[src/rtl/cpu16_ctrl.sv]
// Multicycle control unit for the 16-bit CPU: fetch/decode/execute sequencing,
// memory handshake, register-file strobes, one-hot ALU control and PC updates.
module cpu16_ctrl #(
  parameter logic [15:0] RESET_PC = 16'h0000
) (
  input  logic        CLK,
  input  logic        RST,
  output logic        MEM_REQ,
  output logic        MEM_WE,
  output logic [15:0] MEM_ADDR,
  input  logic        MEM_ACK,
  input  logic [15:0] MEM_RDATA,
  input  logic [15:0] A_DATA,
  output logic [3:0]  RA,
  output logic [3:0]  RB,
  output logic [3:0]  RD,
  output logic        RF_WE,
  output logic        RF_WSEL,
  output logic [3:0]  ICNT,
  output logic [15:0] PC,
  output logic        HALTED,
  output logic [2:0]  DBG_STATE
);

  typedef enum logic [2:0] {
    S_FETCH  = 3'd0,
    S_DECODE = 3'd1,
    S_EXEC   = 3'd2,
    S_MEM    = 3'd3,
    S_HALT   = 3'd4
  } state_t;

  localparam logic [3:0] OP_ADD  = 4'h1;
  localparam logic [3:0] OP_SUB  = 4'h2;
  localparam logic [3:0] OP_AND  = 4'h3;
  localparam logic [3:0] OP_OR   = 4'h4;
  localparam logic [3:0] OP_LD   = 4'h5;
  localparam logic [3:0] OP_ST   = 4'h6;
  localparam logic [3:0] OP_JMP  = 4'h7;
  localparam logic [3:0] OP_BEZ  = 4'h8;
  localparam logic [3:0] OP_HALT = 4'hF;

  state_t      state;
  logic [15:0] ir;
  logic [15:0] pc;
  logic        req;
  logic        we;
  logic [15:0] addr;
  logic [3:0]  icnt;
  logic        alu_we;
  logic        halted;
  logic [3:0]  op;
  logic [15:0] br_target;
  logic        ld_ack;

  assign op = ir[15:12];
  // PC already points past the branch, so the offset is relative to PC+1.
  assign br_target = pc + {{8{ir[11]}}, ir[11:8], ir[3:0]};
  // The load write-back has to coincide with the ack cycle, when MEM_RDATA is valid.
  assign ld_ack = (state == S_MEM) && MEM_ACK && (op == OP_LD);

  always_ff @(posedge CLK or posedge RST) begin
    if (RST) begin
      state  <= S_FETCH;
      pc     <= RESET_PC;
      ir     <= 16'h0000;
      req    <= 1'b0;
      we     <= 1'b0;
      addr   <= RESET_PC;
      icnt   <= 4'b0000;
      alu_we <= 1'b0;
      halted <= 1'b0;
    end else begin
      case (state)
        S_FETCH: begin
          if (!req) begin
            req  <= 1'b1;
            we   <= 1'b0;
            addr <= pc;
          end else if (MEM_ACK) begin
            ir    <= MEM_RDATA;
            pc    <= pc + 16'd1;
            req   <= 1'b0;
            state <= S_DECODE;
          end
        end
        S_DECODE: begin
          state <= S_EXEC;
          case (op)
            OP_ADD:  begin icnt <= 4'b0001; alu_we <= 1'b1; end
            OP_SUB:  begin icnt <= 4'b0010; alu_we <= 1'b1; end
            OP_AND:  begin icnt <= 4'b0100; alu_we <= 1'b1; end
            OP_OR:   begin icnt <= 4'b1000; alu_we <= 1'b1; end
            default: begin icnt <= 4'b0000; alu_we <= 1'b0; end
          endcase
        end
        S_EXEC: begin
          icnt   <= 4'b0000;
          alu_we <= 1'b0;
          case (op)
            OP_LD, OP_ST: begin
              req   <= 1'b1;
              we    <= (op == OP_ST);
              addr  <= A_DATA;
              state <= S_MEM;
            end
            OP_JMP: begin
              pc    <= A_DATA;
              req   <= 1'b1;
              we    <= 1'b0;
              addr  <= A_DATA;
              state <= S_FETCH;
            end
            OP_BEZ: begin
              req   <= 1'b1;
              we    <= 1'b0;
              state <= S_FETCH;
              if (A_DATA == 16'h0000) begin
                pc   <= br_target;
                addr <= br_target;
              end else begin
                addr <= pc;
              end
            end
            OP_HALT: begin
              halted <= 1'b1;
              state  <= S_HALT;
            end
            default: begin
              req   <= 1'b1;
              we    <= 1'b0;
              addr  <= pc;
              state <= S_FETCH;
            end
          endcase
        end
        S_MEM: begin
          if (MEM_ACK) begin
            req   <= 1'b1;
            we    <= 1'b0;
            addr  <= pc;
            state <= S_FETCH;
          end
        end
        S_HALT: begin
          state <= S_HALT;
        end
        default: state <= S_FETCH;
      endcase
    end
  end

  assign MEM_REQ   = req;
  assign MEM_WE    = we;
  assign MEM_ADDR  = addr;
  assign RA        = ir[7:4];
  assign RB        = ir[3:0];
  assign RD        = ir[11:8];
  assign RF_WE     = alu_we | ld_ack;
  assign RF_WSEL   = (state == S_MEM);
  assign ICNT      = icnt;
  assign PC        = pc;
  assign HALTED    = halted;
  assign DBG_STATE = state;

endmodule

[config.mk]
export PLATFORM = sky130hd
export DESIGN_NAME = cpu16_ctrl
export DESIGN_NICKNAME = d
export VERILOG_FILES = /design/src/rtl/cpu16_ctrl.sv
export SDC_FILE = /design/constraint.sdc
export NUM_CORES = 1
export LEC_CHECK = 0
export BUFFER_PORTS_ARGS = -buffer_cell sky130_fd_sc_hd__buf_2
export CORE_ASPECT_RATIO = 0.9
export CORE_UTILIZATION = 40
export CTS_CLUSTER_SIZE = 14
export DETAILED_ROUTE_END_ITERATION = 10
export PLACE_DENSITY_LB_ADDON = 0.3
export SYNTH_ARGS = -nofsm -noshare
export SYNTH_HDL_FRONTEND = slang
export SYNTH_SLANG_ARGS = --single-unit
[constraint.sdc]
create_clock -name CLK -period 3.3 [get_ports CLK]
set_input_delay 0.33 -clock CLK [delete_from_list [all_inputs] [get_ports CLK]]
set_output_delay 0.33 -clock CLK [all_outputs]
set_load 0.02 [all_outputs]
==> metrics.csv <==
stage,metric,value,unit
run_status,status,"complete, but fails checks",
run_status,violations,DRC,
logic_synthesis,async_reset_ff_share,100.0,%
floorplan,core_region_area,10420,um^2
setup_path,worst_setup_path_start_kind,flip-flop,
logic_synthesis,synthCells,544,
clock_network,clk-insertion-delay-late,0.34,ns
logic_synthesis,synth_area_leaders,"dfrtp_1, nand2_1, a21oi_1",
clock_network,cts_inserted_buffers,9,
setup_path,worstSetupEndpointType,flip-flop,
clock_network,ctsRootBufferMaster,clkbuf_16,
route,ant_nets,0,
grt,antenna_found_initial,0,
floorplan,initial_core_util,41.99,%
timing,rsz0062_at_grt,false,
final_layout,area_growth,18.04,%
floorplan,dieHeight,101.2,um
power,vdd_drop_max,0.5952,mV
setup_path,path_max_fanout,12,
clock_network,cts_tree,yes,
route,wl,14.34,mm
final_layout,drive_gt1_share,21.82,%
route,vias,4668,
clock_network,hold_buffers,0,
timing,drv_slew,0,
setup_path,critPathBufInv,0,
logic_synthesis,yosys_warnings,0,
power,powerDensity,1178,nW/um^2
setup_path,ff2ff_setup_slack,0.61,ns
logic_synthesis,syn_nets,596,
clock_network,htree_levels,3,
grt,grt_pass1_vias,4440,
timing,fin_crit_sh,81.49,%
floorplan,rows,35,
logic_synthesis,synth_top_flop_cell,dfrtp_1,
logic_synthesis,yosys.cell_count.top_type,nand2_1,
grt,grt_pass1_wl,22.98,mm
timing,max_slew.worst_pin.slew,0.9193,ns
logic_synthesis,synth.top_cell.area_share,33.73,%
timing,setup_slack,0.6108,ns
logic_synthesis,syn_avg_cell_area,8.045,um^2
floorplan,dieWidth,112.3,um
clock_network,clock_path_buffers,2,
logic_synthesis,ys_types,66,
final_layout,nets,661,
route,dr.first_iter.drc_count,343,
worst_hold_path,hold_class,in2async,
setup_path,critPathRequiredTime,3.54,ns
floorplan,ioPinCount,91,
setup_path,ff2ff_path_depth,7,
timing,skew,0.005105,ns
logic_synthesis,synth_area,4377,um^2
clock_network,cts_resized,0,
logic_synthesis,synth_edf_count,0,
setup_path,cp.arrival,2.93,ns
logic_synthesis,synth_top_area_cell,dfrtp_1,
job,drv_cap,0,
timing,hold_viol,0,
route,vias_per_cell,6.283,
floorplan,dieArea,11360,um^2
place,port_buffers,90,
final_layout,n_antenna_cell,0,
grt,gr-total-overflow,0,
grt,grt_use_total,25.90,%
place,place_ws,0.6741,ns
timing,setup_viol,0,
route,drc,6,
place,gp_congestion,0.9393,
timing,setup-tns-final,0,ns
setup_path,crit_path_max_incr_delay,0.53,ns
route,wl_per_cell,19.31,um
setup_path,cpMaxStageDelayCell,dfrtp_1,
grt,grt_max_degree,39,
place,dpl.hpwl,10.35,mm
setup_path,crit_family,compound AO/OA/AOI/OAI gates,
logic_synthesis,seq_area_frac_synth,33.73,%
timing,fin_crit,2.689,ns
final_layout,post-route-util,49.57,%
route,first_pass_iters,8,
setup_path,path_cells,"ha_1, a21oi_1, o21ai_0, a2111oi_0, o32a_2, o311ai_1, a221oi_1",
logic_synthesis,synth-seq-cells,59,
setup_path,path_class,reg2reg,
timing,slew_headroom,38.30,%
power,leakagePower,2.326,nW
setup_path,r2r_end,PC[15],
logic_synthesis,synthTopCellsByCount,"nand2_1, dfrtp_1, a21oi_1",
timing,fmax,371.9,MHz
power,finalPower,0.006088,W
clock_network,post_cts.repair.setup_buffers,0,
setup_path,worst_r2r_startpoint,ir[11],
clock_network,cts.sinks,59,
clock_network,path_clk_slew,0.05,ns
-- layer usage --
metal / GRT usage [%] / vias up / wire length [um]
li1: - / 2143 / -
met5: 0 / - / 0
met4: 9.231 / 0 / 269
met1: 33.57 / 2246 / 6082
met3: 5.745 / 27 / 1243
met2: 42.95 / 252 / 6748
-- cells in the final DEF, fill, tap and decap left out, drive strengths merged, types with 5 or more instances in the layout --
| cell | synthesis | final |
|---|---|---|
| a211oi | 9 | 9 |
| buf | 28 | 105 |
| nand3 | 11 | 11 |
| a21oi | 46 | 46 |
| o211ai | 7 | 7 |
| ha | 16 | 16 |
| nor2 | 42 | 42 |
| inv | 8 | 8 |
| clkbuf | 23 | 12 |
| mux2i | 6 | 6 |
| nor3 | 11 | 11 |
| xor2 | 5 | 5 |
| or3 | 8 | 8 |
| xnor2 | 5 | 5 |
| o31ai | 6 | 6 |
| nand2b | 5 | 5 |
| a21o | 5 | 5 |
| nor2b | 6 | 6 |
| and4 | 5 | 5 |
| nand4 | 10 | 10 |
| a221oi | 18 | 18 |
| and3 | 9 | 9 |
| nand2 | 90 | 90 |
| o21ai | 38 | 38 |
| a31oi | 8 | 8 |
| dfrtp | 59 | 59 |
| nor4 | 8 | 8 |
-- how the worst max path moves through the flow --
stage | start | endpoint | slack (ns) | cells past startpoint
after floorplan | PC[0] | MEM_ADDR[14] | 0.92 | 8
final | ir[11] | PC[15] | 0.61 | 7
after global placement | ir[12] | PC[12] | 0.78 | 6
after CTS | ir[11] | PC[15] | 0.65 | 7
after detailed placement | ir[11] | PC[15] | 0.67 | 7
after global routing | ir[11] | PC[15] | 0.46 | 7
-- worst reg2reg max path, cell delays in order, from the launching register on --
cell       delay [ns]
dfrtp_1          0.53
ha_1             0.47
a21oi_1          0.23
o21ai_0          0.28
a2111oi_0        0.47
o32a_2           0.22
o311ai_1         0.11
a221oi_1         0.27
-- cells by family (layout without fill, tap and decap cells) --
kind of cell	count (synthesis)	after routing	synth area share, %
buffers and inverters	59	129	6.575
adder cells (fa/ha/maj)	17	17	5.031
flip-flops	59	59	33.73
AND/OR/NAND/NOR	217	217	24.36
multiplexers	7	7	1.630
XOR/XNOR	10	10	2.001
AO/OA/AOI/OAI	175	175	26.67
-- registers in the layout, summed over array words and instances, names as in the netlist --
name / count
MEM_WE: 1
MEM_ADDR: 16
ICNT: 4
MEM_REQ: 1
HALTED: 1
DBG_STATE: 3
ir: 16
alu_we: 1
PC: 16
-- final cells by class --
type                            count  area, um^2
Inverter                            8       30.03
Sequential cell                    59        1476
Fill cell                        1039        5256
Tap cell                          129       161.4
Clock inverter                      4       47.55
Clock buffer                       12       266.5
Timing Repair Buffer              105       563.0
Multi-Input combinational cell    426        2621
-- where the power goes --
part / switching, W / total [W] / internal [W] / leakage (nW)
logic: 0.00226 / 0.00354 / 0.00128 / 1.45
clock network: 0.000342 / 0.000985 / 0.000643 / 0.155
registers: 0.000499 / 0.00156 / 0.00106 / 0.721
-- per-stage QoR --
stage	hold WS (ns)	cell area [um^2]	std cells
2_1_floorplan	0.4354	4377	544
3_3_place_gp	0.3783	4852	727
3_5_place_dp	0.3826	4852	727
4_1_cts	0.02943	5166	743
5_1_grt	0.05069	5166	743
6_report	0.01041	5166	743
No activity file was read; power rests on OpenSTA's default activity.
